$ cat config.mk
export PLATFORM = sky130hd
export DESIGN_NAME = uart_rx_fifo_flat
export DESIGN_NICKNAME = d
export VERILOG_FILES = /design/src/rtl/uart_rx_fifo_if.sv /design/src/rtl/uart_rx_fifo.sv /design/src/flat_wrapper.sv
export SDC_FILE = /design/constraint.sdc
export NUM_CORES = 1
export LEC_CHECK = 0
export BUFFER_PORTS_ARGS = -buffer_cell sky130_fd_sc_hd__buf_4
export CAP_MARGIN = 20
export CORE_ASPECT_RATIO = 0.6
export CORE_MARGIN = 2
export CORE_UTILIZATION = 58
export DETAILED_ROUTE_END_ITERATION = 16
export GPL_ROUTABILITY_DRIVEN = 0
export GPL_TIMING_DRIVEN = 0
export PLACE_DENSITY = 0.84
export SLEW_MARGIN = 20
export SYNTH_ARGS = -nofsm -noshare
export SYNTH_HDL_FRONTEND = slang
export SYNTH_SLANG_ARGS = --single-unit
$ cat constraint.sdc
create_clock -name sysclk -period 4.4 [get_ports sysclk]
set_input_delay 0.44 -clock sysclk [delete_from_list [all_inputs] [get_ports sysclk]]
set_output_delay 0.44 -clock sysclk [all_outputs]
set_load 0.03 [all_outputs]
$ cat src/rtl/uart_rx_fifo_if.sv
// uart_rx_fifo_if: handshake bundle for the UART receive FIFO.
//   Write side : i_wr_stb, i_wr_data (receiver done strobe + byte)
//   Read side  : o_valid, o_data, i_ready (first-word-fall-through)
//   Status     : o_count, o_full, o_empty, o_overflow, i_ovf_clr, o_timeout
// Modports: slave = FIFO, master = producer/consumer driving it.
interface uart_rx_fifo_if #(
  parameter int unsigned DATA_WIDTH = 8,
  parameter int unsigned ADDR_W     = 4
);
  logic                  i_wr_stb;
  logic [DATA_WIDTH-1:0] i_wr_data;
  logic                  o_valid;
  logic [DATA_WIDTH-1:0] o_data;
  logic                  i_ready;
  logic [ADDR_W:0]       o_count;
  logic                  o_full;
  logic                  o_empty;
  logic                  o_overflow;
  logic                  i_ovf_clr;
  logic                  o_timeout;

  modport slave (
    input  i_wr_stb, i_wr_data, i_ready, i_ovf_clr,
    output o_valid, o_data, o_count, o_full, o_empty, o_overflow, o_timeout
  );

  modport master (
    output i_wr_stb, i_wr_data, i_ready, i_ovf_clr,
    input  o_valid, o_data, o_count, o_full, o_empty, o_overflow, o_timeout
  );
endinterface

$ cat src/rtl/uart_rx_fifo.sv
// uart_rx_fifo: circular receive buffer behind the UART receiver.
// Captures each strobed byte, presents the head through a FWFT valid/ready
// port, and raises a sticky overflow flag when a byte arrives while full
// with no pop in the same cycle.
// Ports:
//   sysclk : system clock, rising edge
//   rst    : synchronous active-high reset
//   bus    : uart_rx_fifo_if.slave (write strobe/data, valid/data/ready,
//            count/full/empty, overflow + clear, timeout)
// Optional feature: define UART_RX_FIFO_TIMEOUT_EN to enable the idle-timeout
// pulse (parameter IDLE_CLKS); otherwise o_timeout is tied low.
module uart_rx_fifo #(
  parameter int unsigned DATA_WIDTH = 8,
  parameter int unsigned DEPTH      = 16,
  parameter int unsigned ADDR_W     = 4
`ifdef UART_RX_FIFO_TIMEOUT_EN
  , parameter int unsigned IDLE_CLKS = 10416
`endif
) (
  input  logic           sysclk,
  input  logic           rst,
  uart_rx_fifo_if.slave  bus
);

  localparam logic [ADDR_W:0] FULL_CNT = (ADDR_W+1)'(DEPTH);

  logic [DATA_WIDTH-1:0] mem_q [DEPTH];
  logic [ADDR_W-1:0]     wr_ptr_q, wr_ptr_d;
  logic [ADDR_W-1:0]     rd_ptr_q, rd_ptr_d;
  logic [ADDR_W:0]       count_q, count_d;
  logic                  ovf_q, ovf_d;
  logic                  not_empty, is_full, pop, wr_acc, wr_drop;

  always_comb begin
    not_empty = (count_q != '0);
    is_full   = (count_q == FULL_CNT);
    pop       = not_empty & bus.i_ready;
    // A pop frees the slot in the same cycle, so a full FIFO still accepts.
    wr_acc    = bus.i_wr_stb & (~is_full | pop);
    wr_drop   = bus.i_wr_stb & is_full & ~pop;

    wr_ptr_d = wr_ptr_q;
    if (wr_acc) wr_ptr_d = wr_ptr_q + ADDR_W'(1);
    rd_ptr_d = rd_ptr_q;
    if (pop) rd_ptr_d = rd_ptr_q + ADDR_W'(1);

    count_d = count_q;
    case ({wr_acc, pop})
      2'b10:   count_d = count_q + (ADDR_W+1)'(1);
      2'b01:   count_d = count_q - (ADDR_W+1)'(1);
      default: count_d = count_q;
    endcase

    // Set has priority over clear.
    ovf_d = wr_drop | (ovf_q & ~bus.i_ovf_clr);
  end

  always_ff @(posedge sysclk) begin
    if (rst) begin
      wr_ptr_q <= '0;
      rd_ptr_q <= '0;
      count_q  <= '0;
      ovf_q    <= 1'b0;
    end else begin
      wr_ptr_q <= wr_ptr_d;
      rd_ptr_q <= rd_ptr_d;
      count_q  <= count_d;
      ovf_q    <= ovf_d;
    end
  end

  // Storage is not reset; only the pointers define what is valid.
  always_ff @(posedge sysclk) begin
    if (!rst && wr_acc) mem_q[wr_ptr_q] <= bus.i_wr_data;
  end

  always_comb begin
    bus.o_valid    = not_empty;
    bus.o_data     = not_empty ? mem_q[rd_ptr_q] : '0;
    bus.o_count    = count_q;
    bus.o_full     = is_full;
    bus.o_empty    = ~not_empty;
    bus.o_overflow = ovf_q;
  end

`ifdef UART_RX_FIFO_TIMEOUT_EN
  localparam logic [13:0] IDLE_MAX = 14'(IDLE_CLKS);

  logic [13:0] idle_q, idle_d;
  logic        tmo_q, tmo_d;

  always_comb begin
    idle_d = idle_q;
    if (wr_acc || !not_empty) idle_d = '0;
    else if (idle_q != IDLE_MAX) idle_d = idle_q + 14'd1;
    // Fires on the single step IDLE_MAX-1 -> IDLE_MAX; saturation blocks repeats.
    tmo_d = not_empty && !wr_acc && (idle_q == IDLE_MAX - 14'd1);
  end

  always_ff @(posedge sysclk) begin
    if (rst) begin
      idle_q <= '0;
      tmo_q  <= 1'b0;
    end else begin
      idle_q <= idle_d;
      tmo_q  <= tmo_d;
    end
  end

  assign bus.o_timeout = tmo_q;
`else
  assign bus.o_timeout = 1'b0;
`endif

endmodule

$ cat src/flat_wrapper.sv
// flat-port wrapper written by rule: the top's interface ports become plain ports
module uart_rx_fifo_flat 
#(
  parameter int unsigned DATA_WIDTH = 8,
  parameter int unsigned DEPTH      = 16,
  parameter int unsigned ADDR_W     = 4

)
  (sysclk, rst, bus_i_wr_stb, bus_i_wr_data, bus_i_ready, bus_i_ovf_clr, bus_o_valid, bus_o_data, bus_o_count, bus_o_full, bus_o_empty, bus_o_overflow, bus_o_timeout);
  uart_rx_fifo_if #(.DATA_WIDTH(DATA_WIDTH), .ADDR_W(ADDR_W)) bus_i ();
  input  logic sysclk;
  input  logic rst;
  input wire logic [$bits(bus_i.i_wr_stb)-1:0] bus_i_wr_stb;
  input wire logic [$bits(bus_i.i_wr_data)-1:0] bus_i_wr_data;
  input wire logic [$bits(bus_i.i_ready)-1:0] bus_i_ready;
  input wire logic [$bits(bus_i.i_ovf_clr)-1:0] bus_i_ovf_clr;
  output wire logic [$bits(bus_i.o_valid)-1:0] bus_o_valid;
  output wire logic [$bits(bus_i.o_data)-1:0] bus_o_data;
  output wire logic [$bits(bus_i.o_count)-1:0] bus_o_count;
  output wire logic [$bits(bus_i.o_full)-1:0] bus_o_full;
  output wire logic [$bits(bus_i.o_empty)-1:0] bus_o_empty;
  output wire logic [$bits(bus_i.o_overflow)-1:0] bus_o_overflow;
  output wire logic [$bits(bus_i.o_timeout)-1:0] bus_o_timeout;
  assign bus_i.i_wr_stb = bus_i_wr_stb;
  assign bus_i.i_wr_data = bus_i_wr_data;
  assign bus_i.i_ready = bus_i_ready;
  assign bus_i.i_ovf_clr = bus_i_ovf_clr;
  assign bus_o_valid = bus_i.o_valid;
  assign bus_o_data = bus_i.o_data;
  assign bus_o_count = bus_i.o_count;
  assign bus_o_full = bus_i.o_full;
  assign bus_o_empty = bus_i.o_empty;
  assign bus_o_overflow = bus_i.o_overflow;
  assign bus_o_timeout = bus_i.o_timeout;
  uart_rx_fifo #(.DATA_WIDTH(DATA_WIDTH), .DEPTH(DEPTH), .ADDR_W(ADDR_W)) u_core (.sysclk(sysclk), .rst(rst), .bus(bus_i));
endmodule
==> results by group <==
Clock tree
  – CTS tree: yes
  – Skew-Pair Late Insertion Delay: 0.42 ns
  – Setup Fix Bufs, Post-CTS: 0
  – Cts hold-fix bufs: 0
  – Num CTS Buffers: 17
  – Max Root-Sink Buffers: 2
  – H-tree depth: 4
  – Clk pin slew, worst setup/hold paths: 0.06 ns
  – CTS Sinks: 146
  – Post-CTS Resized: 0
  – Clock root buffer: clkbuf_16

Die
  – Row Count: 28
  – Die extent in x: 134 um
  – Starting Density: 59.6%
  – Core Area: 9880 um^2
  – # IOs: 31
  – Die Y: 82.0 um
  – Die Area: 11000 um^2

Route
  – DRC viols: 0
  – DRT Pass-1 Iters: 5
  – Starting DRT DRC Count: 400
  – Drt wl/cell: 23.9 um
  – Antenna Nets Post-Route: 0
  – Vias per inst: 6.21
  – Vias: 3203
  – Drt total wl: 12300 um

GRT
  – Largest net degree at the start of global routing: 17
  – Antenna violations before repair: 0
  – GR Overflow Total: 0
  – First-pass GRT wire length: 18800 um
  – Vias in the first global route: 3213
  – GRT Total Usage: 24.8%

Worst setup path
  – Worst r2r src: u_core.bus.o_count[3]$_SDFFE_PP0P_
  – Slowest-stage cell, CP: mux4_2
  – Startpoint types: flip-flop
  – Worst flop-to-flop path endpoint: u_core.bus.o_count[4]$_SDFFE_PP0P_
  – CP max stage delay: 0.58 ns
  – Largest fanout on the critical path: 10
  – Critical Path Sink Type: output pin
  – WP data required: 3.96 ns
  – CP arrival: 2.61 ns
  – Top cell family by delay on the critical path: buffers and inverters
  – Kind of critical path: flip-flop to output pin
  – WP buf/inv: 3
  – CP cell instances: clkbuf_1 -> buf_2 -> mux4_2 -> mux2i_1 -> o22ai_1 -> buf_4
  – R2R depth: 8
  – R2R setup slack: 1.81 ns

STA
  – # setup viols final: 0
  – Setup_tns: 0 ns
  – FMAX: 0.327 GHz
  – Min Hold Slack: 0.328 ns
  – Slew Viols, Final: 0
  – Rel. slew slack: 32.4%
  – Final hold violation count: 0
  – Tcrit/Tclk final: 69.4%
  – Crit path time final: 3.05 ns
  – Worst setup margin: 1.35 ns
  – RSZ-0062 raised after global routing: false
  – Clock skew: 0.0135 ns
  – Slew @ Worst Pin: 1.01 ns

Layout
  – Final-layout fill cell count: 626
  – Area of the multi-input gates: 1590 um^2
  – Storage cell area: 4200 um^2
  – Antenna Cells: 0
  – P&R area growth vs syn: 17.2%
  – Most frequent cells in the layout: 128 x edfxtp_1, 32 x mux4_2, 29 x buf_4
  – Most common cell after layout, fill and taps aside: edfxtp_1
  – Fin nets: 387
  – Share of layout cells above drive strength 1: 27.0%
  – Final cell count without fillers: 516

Power and ir drop
  – Total power: 4.06 mW
  – Leakage: 2.27 nW
  – Peak VDD IR: 0.422 mV
  – Pwr/cell area: 589 nW/um^2

Synth
  – Seq/Total Area, Yosys: 71.4%
  – Post-synthesis cell area: 5880 um^2
  – #FFs+latches synth: 146
  – Post-synth ARST share: 0%
  – Distinct cells, synth: 40
  – Ys flop type: edfxtp_1
  – Top cell type's share of synthesized area: 65.3%
  – Synth area leader: edfxtp_1
  – Syn nets: 340
  – Syn Inst Count: 321
  – EDFF count, synth: 128
  – Yosys warnings: 0
  – Average footprint of a synthesized cell: 18.3 um^2
  – Dominant cells by area after synthesis: edfxtp_1 65%, mux4_2 12%, dfxtp_1 6.1%

Worst hold path
  – Worst hold start: bus_i_wr_data[7]
  – HP Class: input port to flip-flop
  – End of the worst hold path: u_core.mem_q[8][7]$_DFFE_PP_
  – Hold path cells: 1

Outcome
  – Status: finished, final reports clean

Placed design
  – Place WS: 1.78 ns
  – Hpwl dp: 7930 um
  – Placed cells: 484
  – PortBufs: 28

Flow run
  – Total of max-cap violations: 0
==> layer usage <==
layer	wire [um]	up-vias	track usage, %
li1	-	1375	-
met1	5400	1635	35.0
met2	5610	186	36.9
met3	1260	7	9.14
met4	53	0	7.47
met5	0	-	0
==> registers in the layout, summed over array words and instances (netlist names), named ones only <==
signal and cells:
u_core.wr_ptr_q 4, u_core.bus.o_count 5, u_core.bus.o_overflow 1, u_core.mem_q 128
u_core.rd_ptr_q 4
==> worst max-delay path by stage <==
stage	to	slack, ns	cells past startpoint
floorplan	u_core.bus.o_count[4]$_SDFFE_PP0P_	1.89	9
global placement	bus_o_data[3]	1.82	6
detailed placement	bus_o_data[3]	1.78	6
CTS	bus_o_data[3]	1.31	6
global route	bus_o_data[3]	1.17	6
finish	bus_o_data[3]	1.35	6
==> per-stage QoR <==
stage | util [%] | area (um^2)
final | 69.8 | 6890
after global placement | 63.4 | 6260
after detailed placement | 63.4 | 6260
after global routing | 69.8 | 6890
after CTS | 69.8 | 6890
after floorplan | - | 5880
==> power by group <==
group | switching, mW | leakage (nW) | internal [mW] | total (mW)
logic | 0.587 | 0.656 | 0.409 | 0.996
registers | 0.0392 | 1.30 | 1.54 | 1.58
clock network | 0.530 | 0.318 | 0.953 | 1.48
==> cells by family (layout without fill, tap and decap cells) <==
logic type,after synthesis,in the layout,share of synthesized area (%)
flops,146,146,71.4
fa+ha+maj,6,6,1.28
mux,56,56,16.4
other cells,1,1,0.0637
compound gates,26,26,3.44
xor+xnor,5,5,0.744
simple gates,61,61,5.04
buf+inv,20,80,1.57
==> cells in the mapped netlist, types with 3 or more instances <==
cell type,count
nand4_1,3
ha_1,6
edfxtp_1,128
nand2_1,8
dfxtp_1,18
mux4_2,32
clkbuf_1,7
a21oi_1,4
nand2b_1,3
xnor2_1,3
nor2_1,28
inv_1,4
o211ai_1,3
nor3_1,4
mux2i_1,20
mux2_1,3
o22ai_1,8
nor2b_1,8
buf_2,5
==> layout make-up <==
class,instances,share of cell area [%]
flip-flops and latches,146,61.0
multi-input cells,155,23.0
clock buffers,26,8.31
repair buffers,28,3.05
well taps,135,2.45
plain buffers,16,1.13
clock inverters,6,0.835
inverters,4,0.218
Power figures use the tool's default switching activity.
